File: src/rtl/uart_rx_cfg.sv
// uart_rx_cfg: UART receiver with a data width (5..DATA_BITS_MAX) chosen at run time,
// 1/1.5/2 stop bits, majority-vote input filter and mid-bit sampling.
// Received words leave through a valid/ready handshake, with frame and overrun errors.
// Optional feature macro: UART_RX_PARITY_EN adds the parity_mode port, the PARITY
// state and parity checking. Without it, parity_err is tied to 0.
module uart_rx_cfg #(
    parameter int DATA_BITS_MAX = 9,
    parameter int CTR_W         = 16
) (
    input  logic                     clk,
    input  logic                     rst,
    input  logic                     rx,
    input  logic [CTR_W-1:0]         bit_duration,
    input  logic [3:0]               data_bits,
    input  logic [1:0]               stopbits,
`ifdef UART_RX_PARITY_EN
    input  logic [1:0]               parity_mode,
`endif
    output logic [DATA_BITS_MAX-1:0] data_out,
    output logic                     data_valid,
    input  logic                     data_ready,
    output logic                     frame_err,
    output logic                     parity_err,
    output logic                     overrun_err,
    output logic                     busy
);

    localparam int         CW   = CTR_W + 1;
    localparam logic [3:0] MAXB = 4'(DATA_BITS_MAX);

    typedef enum logic [2:0] {
        IDLE, START, DATA,
`ifdef UART_RX_PARITY_EN
        PARITY,
`endif
        STOP, LOAD, GUARD
    } state_t;

    // A bit duration below 2 cycles cannot be sampled mid-bit, so it is raised to 2.
    function automatic logic [CW-1:0] clamp_bd(input logic [CTR_W-1:0] v);
        if (v < CTR_W'(2)) return CW'(2);
        return {1'b0, v};
    endfunction

    // Frame width is limited to 5..DATA_BITS_MAX.
    function automatic logic [3:0] clamp_bits(input logic [3:0] v);
        if (v < 4'd5) return 4'd5;
        if (v > MAXB) return MAXB;
        return v;
    endfunction

    state_t                   state_q, state_d;
    logic [1:0]               sync_q, sync_d;
    logic [2:0]               taps_q, taps_d;
    logic                     rxf_q, rxf_d;
    logic                     rxf_prev_q, rxf_prev_d;
    logic [CW-1:0]            ctr_q, ctr_d;
    logic [3:0]               bitcnt_q, bitcnt_d;
    logic [DATA_BITS_MAX-1:0] shreg_q, shreg_d;
    logic [CW-1:0]            bd_q, bd_d;
    logic [3:0]               nbits_q, nbits_d;
    logic [1:0]               stop_q, stop_d;
    logic                     ferr_int_q, ferr_int_d;
    logic [DATA_BITS_MAX-1:0] data_out_q, data_out_d;
    logic                     data_valid_q, data_valid_d;
    logic                     frame_err_q, frame_err_d;
    logic                     overrun_q, overrun_d;
`ifdef UART_RX_PARITY_EN
    logic [1:0]               par_q, par_d;
    logic                     perr_int_q, perr_int_d;
    logic                     parity_err_q, parity_err_d;
    logic                     par_exp;
`endif

    logic [3:0]               shamt;
    logic [DATA_BITS_MAX-1:0] word;
    logic [CW-1:0]            bd_m1;
    logic [CW-1:0]            extra;
    logic                     rxf_fall;

    // Synchroniser, 3-tap majority filter and falling-edge detector on the filtered line.
    always_comb begin
        sync_d     = {sync_q[0], rx};
        taps_d     = {taps_q[1:0], sync_q[1]};
        rxf_d      = (taps_q[0] & taps_q[1]) | (taps_q[0] & taps_q[2]) | (taps_q[1] & taps_q[2]);
        rxf_prev_d = rxf_q;
    end

    // Shared decodes: right-aligned word, sample point and remaining stop time.
    always_comb begin
        shamt    = MAXB - nbits_q;
        word     = shreg_q >> shamt;
        bd_m1    = bd_q - CW'(1);
        rxf_fall = rxf_prev_q & ~rxf_q;
        case (stop_q)
            2'b00:   extra = '0;
            2'b01:   extra = bd_q >> 1;
            default: extra = bd_q;
        endcase
`ifdef UART_RX_PARITY_EN
        par_exp = (par_q == 2'b10) ? ~(^word) : (^word);
`endif
    end

    // Next-state logic for the frame FSM and the output handshake registers.
    always_comb begin
        state_d      = state_q;
        ctr_d        = ctr_q;
        bitcnt_d     = bitcnt_q;
        shreg_d      = shreg_q;
        bd_d         = bd_q;
        nbits_d      = nbits_q;
        stop_d       = stop_q;
        ferr_int_d   = ferr_int_q;
        data_out_d   = data_out_q;
        data_valid_d = data_valid_q;
        frame_err_d  = frame_err_q;
        overrun_d    = 1'b0;
`ifdef UART_RX_PARITY_EN
        par_d        = par_q;
        perr_int_d   = perr_int_q;
        parity_err_d = parity_err_q;
`endif
        if (data_valid_q && data_ready) data_valid_d = 1'b0;

        case (state_q)
            IDLE: begin
                if (rxf_fall) begin
                    bd_d       = clamp_bd(bit_duration);
                    nbits_d    = clamp_bits(data_bits);
                    stop_d     = stopbits;
                    ctr_d      = '0;
                    bitcnt_d   = '0;
                    ferr_int_d = 1'b0;
`ifdef UART_RX_PARITY_EN
                    par_d      = parity_mode;
                    perr_int_d = 1'b0;
`endif
                    state_d    = START;
                end
            end
            START: begin
                if (ctr_q == (bd_q >> 1)) begin
                    ctr_d = '0;
                    if (rxf_q) state_d = IDLE;
                    else       state_d = DATA;
                end else begin
                    ctr_d = ctr_q + CW'(1);
                end
            end
            DATA: begin
                if (ctr_q == bd_m1) begin
                    shreg_d  = {rxf_q, shreg_q[DATA_BITS_MAX-1:1]};
                    bitcnt_d = bitcnt_q + 4'd1;
                    ctr_d    = '0;
                    if (bitcnt_q + 4'd1 == nbits_q) begin
`ifdef UART_RX_PARITY_EN
                        if (par_q == 2'b01 || par_q == 2'b10) state_d = PARITY;
                        else                                  state_d = STOP;
`else
                        state_d = STOP;
`endif
                    end
                end else begin
                    ctr_d = ctr_q + CW'(1);
                end
            end
`ifdef UART_RX_PARITY_EN
            PARITY: begin
                if (ctr_q == bd_m1) begin
                    perr_int_d = (rxf_q != par_exp);
                    ctr_d      = '0;
                    state_d    = STOP;
                end else begin
                    ctr_d = ctr_q + CW'(1);
                end
            end
`endif
            STOP: begin
                if (ctr_q == bd_m1) begin
                    ferr_int_d = ~rxf_q;
                    state_d    = LOAD;
                end else begin
                    ctr_d = ctr_q + CW'(1);
                end
            end
            LOAD: begin
                // A word still waiting for the consumer wins; the new one is dropped.
                if (!data_valid_q || data_ready) begin
                    data_out_d   = word;
                    frame_err_d  = ferr_int_q;
                    data_valid_d = 1'b1;
`ifdef UART_RX_PARITY_EN
                    parity_err_d = perr_int_q;
`endif
                end else begin
                    overrun_d = 1'b1;
                end
                ctr_d   = '0;
                state_d = GUARD;
            end
            GUARD: begin
                // After a framing error (break) the line must return high first.
                if (ctr_q >= extra) begin
                    if (!ferr_int_q || rxf_q) state_d = IDLE;
                end else begin
                    ctr_d = ctr_q + CW'(1);
                end
            end
            default: state_d = IDLE;
        endcase
    end

    // Control and output registers, cleared by the synchronous reset.
    always_ff @(posedge clk) begin
        if (rst) begin
            state_q      <= IDLE;
            sync_q       <= '0;
            taps_q       <= '0;
            rxf_q        <= 1'b0;
            rxf_prev_q   <= 1'b0;
            ctr_q        <= '0;
            bitcnt_q     <= '0;
            bd_q         <= CW'(2);
            nbits_q      <= 4'd5;
            stop_q       <= '0;
            ferr_int_q   <= 1'b0;
            data_out_q   <= '0;
            data_valid_q <= 1'b0;
            frame_err_q  <= 1'b0;
            overrun_q    <= 1'b0;
`ifdef UART_RX_PARITY_EN
            par_q        <= '0;
            perr_int_q   <= 1'b0;
            parity_err_q <= 1'b0;
`endif
        end else begin
            state_q      <= state_d;
            sync_q       <= sync_d;
            taps_q       <= taps_d;
            rxf_q        <= rxf_d;
            rxf_prev_q   <= rxf_prev_d;
            ctr_q        <= ctr_d;
            bitcnt_q     <= bitcnt_d;
            bd_q         <= bd_d;
            nbits_q      <= nbits_d;
            stop_q       <= stop_d;
            ferr_int_q   <= ferr_int_d;
            data_out_q   <= data_out_d;
            data_valid_q <= data_valid_d;
            frame_err_q  <= frame_err_d;
            overrun_q    <= overrun_d;
`ifdef UART_RX_PARITY_EN
            par_q        <= par_d;
            perr_int_q   <= perr_int_d;
            parity_err_q <= parity_err_d;
`endif
        end
    end

    // Receive shift register is pure data and needs no reset.
    always_ff @(posedge clk) begin
        shreg_q <= shreg_d;
    end

    assign data_out    = data_out_q;
    assign data_valid  = data_valid_q;
    assign frame_err   = frame_err_q;
    assign overrun_err = overrun_q;
    assign busy        = (state_q != IDLE);
`ifdef UART_RX_PARITY_EN
    assign parity_err  = parity_err_q;
`else
    assign parity_err  = 1'b0;
`endif

endmodule
File: config.mk
export PLATFORM = sky130hd
export DESIGN_NAME = uart_rx_cfg
export DESIGN_NICKNAME = d
export VERILOG_FILES = /design/src/rtl/uart_rx_cfg.sv
export SDC_FILE = /design/constraint.sdc
export NUM_CORES = 1
export LEC_CHECK = 0
export CORE_MARGIN = 2
export CORE_UTILIZATION = 41
export DETAILED_ROUTE_END_ITERATION = 6
export HOLD_SLACK_MARGIN = 0.1
export SYNTH_ARGS = -nofsm -noshare
export SYNTH_HDL_FRONTEND = slang
export SYNTH_SLANG_ARGS = --single-unit
File: constraint.sdc
create_clock -name clk -period 4 [get_ports clk]
set_input_delay 0.4 -clock clk [delete_from_list [all_inputs] [get_ports clk]]
set_output_delay 0.4 -clock clk [all_outputs]
set_load 0.05 [all_outputs]
==> summary.md, run 1 <==
| Metric | Value |
|---|---|
| Leak Pwr | `2.144 nW` |
| Sum of internal, switching and leakage power | `1.646 mW` |
| Max Transition Viols Final | `0` |
| Clock insertion delay at the later pin of the skew report | `340 ps` |
| Final clock skew | `10.42 ps` |
| Clock share of power | `0.507` |
| Clock buffer count from CTS | `9` |
| Initial cell density of the core | `0.4246` |
| Mapped Avg Cell Area | `7.921 um^2` |
| Slowest cell on crit path | `or4_4` |
| Post-CTS sizing | `0` |
| Netlist area before placement | `4911 um^2` |
| Drt drc | `0` |
| Cell count after placement | `759` |
| Cell count after synthesis | `620` |
| Power share of the sequential group | `0.463` |
| Critical Path AT | `3850 ps` |
| Endpoint class of the critical path | `flop` |
| Total of buffers placed on input and output ports | `38` |
| Final period utilization | `0.9075` |
| Total congestion overflow after global routing | `0` |
| Die outline area | `12,870 um^2` |
| Series of cell instances along the critical path | `inv_1 -> ha_1 -> or4b_1 -> or3_4 -> or4_4 -> and2_4 -> or2_4 -> o41ai_4 -> nor2_2 -> a221o_1` |
| Gate power share | `0.030` |
| Number of antenna violations at the first check in global routing | `0` |
| Post-Place Cell Area | `5330 um^2` |
| Area of the multi-input gates | `3019 um^2` |
| Antenna diode count | `0` |
| Die Height | `113.4 um` |
| H-tree levels | `3` |
| Number of filler instances in the final layout | `1,140` |
| Hold Slack | `296.7 ps` |
| Kind of start point of the critical path | `flop` |
| Clock Tree Buf Depth | `2` |
| Final standard cell count with taps included and fillers excluded | `775` |
| Post-CTS repair timing setup buffer count | `0` |
| Int Pwr | `1.292 mW` |
| Min-Delay Path Class | `input port to flop` |
| Ratio of total power to cell area | `291.8 nW/um^2` |
| Avg WL per Cell | `16.00 um` |
| Wire length of the first global-routing pass | `20,550 um` |
| Final min period | `3630 ps` |
| Pin count of the biggest net entering global routing | `45` |
| Hold Buf Count CTS | `0` |
| Critical path's largest stage delay | `530 ps` |
| Fraction of power spent switching nets | `0.2148` |
| Worst-path clk slew | `60 ps` |
| Number of placement rows | `39` |
| Synth Net Count | `666` |
| Crit path kind | `flop to flop` |
| Synth Warn # | `0` |
| Number of global-route vias before repair | `4,164` |
| Total Routing Usage GR | `0.1978` |
| Number of cells on the worst hold path | `2` |
| Drt initial violations | `259` |
| Total routed wirelength | `12,400 um` |
| Timing-limited maximum frequency | `275.5 MHz` |
| Number of register bits inferred by synthesis | `75` |
| Proportion of layout cells with a drive suffix above 1 | `0.08544` |
| Primary FF master, synth | `dfxtp_1` |
| Final setup violation count | `0` |
| Area of all sequential standard cells | `1592 um^2` |
| Last weighted congestion value of the routability-driven placer | `0.8906` |
| Highest-count cells in the layout ignoring fill and taps | `nand2_1, dfxtp_1, nor2_1, a21oi_1, clkdlybuf4s50_1` |
| Slew at the pin closest to its max-slew limit | `724.1 ps` |
| FFs w/ async S/R, synth | `0` |
| Final count of hold timing violations | `0` |
| 1st-pass router iterations | `5` |
| Length in cells of the worst reg-to-reg path | `10` |
| P&R area growth vs syn | `14.85%` |
| Post-detailed-placement half-perimeter wirelength | `9239 um` |
| Max FO, Critical Path | `11` |
| Unrepaired setup endpoints after global routing | `false` |
| Total via count after detailed routing | `4,421` |
| Cell area after layout | `5640 um^2` |
| Ports | `40` |
| TritonCTS clock tree | `built` |
| Count of nets left with antenna violations after detail routing | `0` |
| Most common library cell in the layout ignoring fill and taps | `nand2_1` |
| Peak ir drop on the vdd network | `220.2 uV` |
| Sinks on Clock Net | `75` |
| Post-synth EDFFs | `9` |
| Setup TNS | `0 ps` |
| Total Nets Final | `673` |
| Seq/Total Area, Yosys | `0.3241` |
| Slew Limit Headroom | `0.5110` |
| DIE WIDTH | `113.4 um` |
| Worst endpoint required time | `4220 ps` |
| Number of violations of the max-capacitance limit | `0` |
| Root Buffer Master | `clkbuf_16` |
| Yosys cell types | `69` |
| P_sw | `0.3536 mW` |
| Result of the run | `finished, final reports clean` |
| Number of vias per cell | `5.705` |
| Area of the core | `11,560 um^2` |
[metrics by stage]
stage	utilization	setup WS [ps]
2_1_floorplan	-	396.8
3_3_place_gp	0.4609	476.7
3_5_place_dp	0.4609	392.1
4_1_cts	0.4877	383.7
5_1_grt	0.4877	158.7
6_report	0.4877	369.9
[final timing paths]
path	start	end	slack (ps)
setup / recovery	bd_q[0]	ctr_q[11]	370
hold / removal	rst	rxf_prev_q	300
setup reg to reg	bd_q[0]	ctr_q[11]	370
hold reg to reg	sync_q[0]	sync_q[1]	440
[Yosys cell counts (all sizes together) (4+ instances only)]
cell type	n	area, um^2
a211o	5	43.79
a211oi	6	45.04
a21o	5	37.54
a21oi	53	265.3
a221o	9	90.09
a22oi	8	60.06
and3	16	100.1
buf	12	78.83
clkbuf	45	168.9
dfxtp	66	1321
edfxtp	9	270.3
ha	20	250.2
inv	14	52.55
mux2	6	67.56
mux2i	10	100.1
nand2	87	326.6
nand2b	4	25.02
nand3	13	65.06
nand4	12	75.07
nor2	56	212.7
nor2b	9	56.30
nor3	14	70.07
nor4	12	81.33
o21ai	19	95.09
o32ai	4	35.03
or2	7	46.30
or3	9	61.31
or4	6	52.55
xnor2	32	280.3
xor2	9	78.83
[logic make-up (layout without fill, tap and decap cells)]
kind of cell | Yosys count | after routing | share of synthesized area
flops | 75 | 75 | 0.3241
fa+ha+maj | 20 | 20 | 0.05096
other cells | 1 | 1 | 0.0007636
buf+inv | 71 | 83 | 0.06115
compound gates | 134 | 134 | 0.1842
mux | 17 | 17 | 0.03873
xor+xnor | 41 | 41 | 0.07312
simple gates | 261 | 261 | 0.2670
[cell type report]
cell class	instances	share of cell area
multi-input combinational	474	0.5353
inverter	14	0.009317
clock buffer	10	0.04237
timing repair buffer	53	0.08651
clock inverter	6	0.01264
sequential	75	0.2822
tap	143	0.03172
[metal layers]
layer  track usage  up-vias  routed length (um)
met5             0        -                   0
li1              -     2232                   -
met1        0.2540     2075                5671
met3       0.04410       20                 451
met4       0.04634        0                 174
met2        0.3401       94                6104
[state kept, by name, indices dropped and copies added (netlist names), 2 cells and up]
register and count:
bd_q 16, bitcnt_q 4, ctr_q 17, data_out 9
nbits_q 4, shreg_q 9, state_q 3, stop_q 2
sync_q 2, taps_q 3
[worst max-delay path: cells and delay by family, from the launching register on]
| family | cells | cell delay, ps |
|---|---|---|
| AO/OA/AOI/OAI | 2 | 850 |
| flip-flops | 1 | 370 |
| AND/OR/NAND/NOR | 6 | 2010 |
| adder cells (fa/ha/maj) | 1 | 160 |
| buffers and inverters | 1 | 100 |
[power by group through the flow]
stage	clock, mW	sequential (mW)	combinational [mW]
2_1_floorplan	0	0.778	0.0184
3_3_place_gp	0	0.778	0.0495
3_5_place_dp	0	0.779	0.0500
4_1_cts	0.853	0.762	0.0503
5_1_grt	0.888	0.762	0.0546
6_report	0.834	0.762	0.0502
No activity file was read; power rests on OpenSTA's default activity.
==> run 2: changes to the inputs <==
- PLACE_DENSITY: default -> 0.71
==> run 2 against run 1 <==
Against the previous run:
- critical path depth did not move
- hold slack improved by 92 ps
- wire length grew 2.8%
- largest cell class unchanged
==> summary.md, run 2 (same netlist as run 1, synthesis figures left out) <==
| Metric | Value |
|---|---|
| Sinks on Clock Net | `75` |
| Timing-limited maximum frequency | `265.1 MHz` |
| Cell count after placement | `758` |
| Unrepaired setup endpoints after global routing | `false` |
| Met1 Wirelength | `5648 um` |
| Min-Delay Path Class | `input port to flop` |
| Slew at the pin closest to its max-slew limit | `894.6 ps` |
| Antenna diode count | `0` |
| Worst-path clk slew | `70 ps` |
| Die outline area | `12,870 um^2` |
| Worst flop-to-flop path endpoint | `ctr_q[10]` |
| Flip-flop count of the largest register, all copies and words added | `17` |
| Length in cells of the worst reg-to-reg path | `10` |
| Reg2reg setup slack | `230 ps` |
| Ports | `40` |
| Clock buffer count from CTS | `9` |
| Initial cell density of the core | `0.4246` |
| Register with the highest flop count | `ctr_q` |
| Area of the core | `11,560 um^2` |
| Final clock skew | `8.511 ps` |
| Final count of hold timing violations | `0` |
| DIE WIDTH | `113.4 um` |
| TritonCTS clock tree | `built` |
| Wire length of the first global-routing pass | `20,800 um` |
| Pin count of the biggest net entering global routing | `40` |
| Kind of start point of the critical path | `flop` |
| Ratio of total power to cell area | `285.8 nW/um^2` |
| Drt initial violations | `382` |
| Result of the run | `finished, final reports clean` |
| Total Nets Final | `672` |
| Uppermost layer routed | `met4` |
| Cell area after layout | `5607 um^2` |
| Proportion of layout cells with a drive suffix above 1 | `0.08399` |
| Clock insertion delay at the later pin of the skew report | `340 ps` |
| Total via count after detailed routing | `4,539` |
| Total congestion overflow after global routing | `0` |
| Setup TNS | `0 ps` |
| Final setup violation count | `0` |
| Worst setup path end | `ctr_q[10]` |
| Die Height | `113.4 um` |
| Hold Buf Count CTS | `0` |
| Number of vias per cell | `5.864` |
| Count of nets left with antenna violations after detail routing | `0` |
| Post-Place Cell Area | `5323 um^2` |
| Number of antenna violations at the first check in global routing | `0` |
| Max Transition Viols Final | `0` |
| Final min period | `3772 ps` |
| Launching element of the worst setup path | `bd_q[1]` |
| Total Routing Usage GR | `0.2012` |
| Max FO, Critical Path | `10` |
| Final standard cell count with taps included and fillers excluded | `774` |
| 1st-pass router iterations | `5` |
| Slew Limit Headroom | `0.4019` |
| Worst endpoint required time | `4240 ps` |
| Drt drc | `0` |
| Avg WL per Cell | `16.47 um` |
| Sum of internal, switching and leakage power | `1.603 mW` |
| Total of buffers placed on input and output ports | `38` |
| Number of violations of the max-capacitance limit | `0` |
| Post-CTS sizing | `0` |
| Final period utilization | `0.9429` |
| Critical Path AT | `4010 ps` |
| Most common library cell in the layout ignoring fill and taps | `nand2_1` |
| Endpoint class of the critical path | `flop` |
| Registers with the most flip-flops | `ctr_q x17, bd_q x16` |
| Root Buffer Master | `clkbuf_16` |
| Crit path kind | `flop to flop` |
| H-tree levels | `3` |
| Post-detailed-placement half-perimeter wirelength | `9387 um` |
| Total met3 wirelength after detailed routing | `599 um` |
| Post-CTS repair timing setup buffer count | `0` |
| Number of global-route vias before repair | `4,277` |
| Utilization after layout | `0.4848` |
| P&R area growth vs syn | `14.17%` |
| Worst reg2reg startpoint | `bd_q[1]` |
| Clock Tree Buf Depth | `2` |
| Metal2 WL | `6174 um` |
| Number of filler instances in the final layout | `1,123` |
| Total routed wirelength | `12,750 um` |
| Number of cells on the worst hold path | `2` |
| Peak ir drop on the vdd network | `301.1 uV` |
| Number of placement rows | `39` |
| Leak Pwr | `2.133 nW` |
| Last weighted congestion value of the routability-driven placer | `0.9139` |
| Highest-count cells in the layout ignoring fill and taps | `nand2_1, dfxtp_1, nor2_1, a21oi_1, clkdlybuf4s50_1` |
[run 2: changes by cell type in the layout (fill, tap and decap cells not counted)]
| cell | delta |
|---|---|
| buf_4 | -1 |
| inv_8 | +1 |
| clkbuf_8 | -1 |
| bufinv_16 | -1 |
| clkinv_2 | +1 |
| clkinvlp_4 | -1 |
| inv_6 | +1 |
[run 2: how the worst min path moves through the flow]
| stage | startpoint | endpoint | slack (ps) |
|---|---|---|---|
| detailed placement | sync_q[1] | taps_q[0] | 440 |
| finish | rst | rxf_prev_q | 390 |
| CTS | rst | rxf_prev_q | 370 |
| global route | rst | frame_err | 400 |
| floorplan | sync_q[0] | sync_q[1] | 410 |
| global placement | sync_q[1] | taps_q[0] | 440 |
[run 2: per-stage QoR]
stage / setup WS, ps / hold WS (ps)
after global placement: 375.1 / 439.2
after CTS: 264.5 / 371.9
final: 228.4 / 388.9
after global routing: 39.35 / 396.2
after floorplan: 396.8 / 413.8
after detailed placement: 268.9 / 437.8
[run 2: final cells by class]
cell class,count,area [um^2],area share
multi-input combinational,474,3019,0.5385
sequential,75,1592,0.2839
timing repair buffer,52,480.5,0.08570
clock buffer,9,225.2,0.04017
tap,143,178.9,0.03191
clock inverter,7,58.81,0.01049
inverter,14,52.55,0.009373
[run 2: per-layer routing]
| metal | GRT usage | vias to the layer above |
|---|---|---|
| met2 | 0.3421 | 118 |
| met3 | 0.03294 | 23 |
| li1 | - | 2229 |
| met1 | 0.2551 | 2169 |
| met5 | 0 | - |
| met4 | 0.08130 | 0 |
[run 2: worst max-delay path: stages, from the launching register on]
cell and delay [ps]:
dfxtp_1 390, inv_1 110, ha_1 340, or4b_1 540, or3_4 370, or4_4 520
and2_4 180, or2_4 250, o41ai_1 590, nor3b_1 100, a221o_1 280
[run 2: power by group]
group	switching [mW]	internal [mW]	total, mW
Combinational	0.0241	0.0261	0.0502
Clock	0.360	0.431	0.791
Sequential	0.000886	0.761	0.762
Total	0.385	1.22	1.60
==> variant: new RTL, settings of run 1 <==
The parameter `CTR_W` goes from 16 to 32.
--- a/src/rtl/uart_rx_cfg.sv
+++ b/src/rtl/uart_rx_cfg.sv
@@ -6,5 +6,5 @@
 module uart_rx_cfg #(
     parameter int DATA_BITS_MAX = 9,
-    parameter int CTR_W         = 16
+    parameter int CTR_W         = 32
 ) (
     input  logic                     clk,
Ports: changed (resized bit_duration); port bits go from 40 to 56. No check against the original RTL was run, so the function may have changed too.
==> variant against run 1 <==
  * Routed wire length up 88%
  * First-iteration DRC count up 140%
  * Combinational power up 65%
  * Largest cell class unchanged
  * Synthesized area up 61%
  * Sequential cell count up 32
  * Design area up 60%
  * Total power up 25%
  * Worst setup slack worse by 4.2 ps
==> variant: results (changes against run 1) <==
Place WS 240 ps (-152 ps); synth cell count leaders 145 x nand2_1, 98 x dfxtp_1, 91 x nor2_1, 87 x a21oi_1, 64 x xnor2_1; met1 usage 34.8% (+9.4 points); met3 usage 3.22% (-1.2 points); Total Routing Usage GR 23.6% (+3.8 points); Worst IR Drop VDD 0.000181 V (-18%); leak pwr 3.31 nW (+54%); vias in the first global route 6902 (+66%); global routing usage on met2 35.5% (+1.5 points); Worst-Margin Slew 974 ps (+250 ps); largest net degree at the start of global routing 63 (+40%); CP max FO 20 (+9); drt wl/cell 17.6 µm (+9.9%); Post-Place Cells 1310 (+73%); layout cell share with drive strength beyond 1 9.29% (+0.74 points); r2r setup slk 370 ps; Final min period 3630 ps (+4.18 ps); Skew-Pair Late Insertion Delay 370 ps (+30 ps); sequential cell area fraction in the yosys report 28.2% (-4.2 points); syn avg cell area 7.63 µm² (-3.7%); maximum buffer depth of the clock tree 2 (unchanged); status finished, final reports clean; syn_nets 1116 (+68%); drt initial violations 618 (+140%); first-pass GRT wire length 37500 µm (+83%); Yosys cell types 79 (+14%); clk slew on worst S/H paths 80 ps (+20 ps); Placement Cell Area 0.00871 mm² (+63%); ranking of synthesized cells by area dfxtp_1 25%, xnor2_1 7.1%, nand2_1 6.9%; I/O Buffers 54 (+42%); top flop regs ctr_q (33), bd_q (32); Routability Congestion 0.996 (+12%); EDFF count, synth 9 (unchanged); H-tree Lvls 3 (unchanged); Worst Skew 11.9 ps (+1.47 ps); DR vias/cell 5.61 (-1.7%); Final HPWL DP 18100 µm (+96%); initial antenna violation count 0 (unchanged); final wirelength 23300 µm (+88%)
[variant: changes by cell type after synthesis, sizes merged, moves of 13 or more]
cell | run 1 | this run
ha | 20 | 36
o21ai | 19 | 46
nand2 | 87 | 145
a21oi | 53 | 89
xnor2 | 32 | 64
o31ai | 0 | 20
nor2 | 56 | 91
nand4 | 12 | 29
nand3 | 13 | 34
clkbuf | 45 | 60
nor4 | 12 | 25
buf | 12 | 38
dfxtp | 66 | 98
[variant: area by class of cell]
| cell class | instances | area [µm²] |
|---|---|---|
| Sequential cell | 107 | 2230 |
| Tap cell | 260 | 325 |
| Inverter | 20 | 75.1 |
| Clock inverter | 7 | 67.6 |
| Multi-Input combinational cell | 813 | 5120 |
| Fill cell | 1886 | 9820 |
| Timing Repair Buffer | 110 | 960 |
| Clock buffer | 9 | 225 |
[variant: per-layer routing]
| metal | wire length (µm) | part of all wire, % |
|---|---|---|
| met1 | 11400 | 49 |
| met2 | 10000 | 43 |
| met3 | 1400 | 6.0 |
| met4 | 483 | 2.1 |
| met5 | 0 | 0 |
[variant: what timing repair did]
| item | 4_1_cts | 5_1_grt |
|---|---|---|
| buffers inserted | 0 | 0 |
| resized for setup | 0 | 2 |
| endpoints found under the setup margin | 0 | 14 |
[variant: path summary, 6_finish.rpt]
path / startpoint / end / cells past startpoint
worst max-delay path: stop_q[1] / ctr_q[28] / 15
worst min-delay path: rst / bd_q[1] / 3
worst max register to register: stop_q[1] / ctr_q[28] / 15
worst min register to register: sync_q[1] / taps_q[0] / 1
[variant: where the power goes]
group / switching [mW] / leakage [nW] / total [mW] / internal (mW)
Combinational: 0.0394 / 2.29 / 0.0827 / 0.0433
Sequential: 0.000919 / 0.871 / 1.08 / 1.08
Clock: 0.456 / 0.146 / 0.897 / 0.441
[variant: kinds of logic after synthesis]
logic type	synth area share [%]
other	0.0474
buffers and inverters	7.19
XOR/XNOR	9.40
multiplexers	2.58
adder cells (fa/ha/maj)	5.69
flip-flops	28.2
AND/OR/NAND/NOR	27.8
AO/OA/AOI/OAI	19.0
[variant: through the flow]
step	hold WS, ps	power, mW
detailed placement	437	1.19
global placement	429	1.19
global route	436	2.13
finish	400	2.06
floorplan	414	1.13
CTS	397	2.08
[variant: critical path, stage by stage, from the launching register on]
cell	delay, ps
dfxtp_1	340
nor2b_1	120
buf_4	230
a22oi_1	100
ha_1	300
a211oi_1	270
nor2_1	80
a2111o_1	430
a21oi_1	240
a211oi_1	130
a211oi_1	280
buf_4	240
a22o_1	150
nand2_1	50
buf_4	220
o41ai_1	330
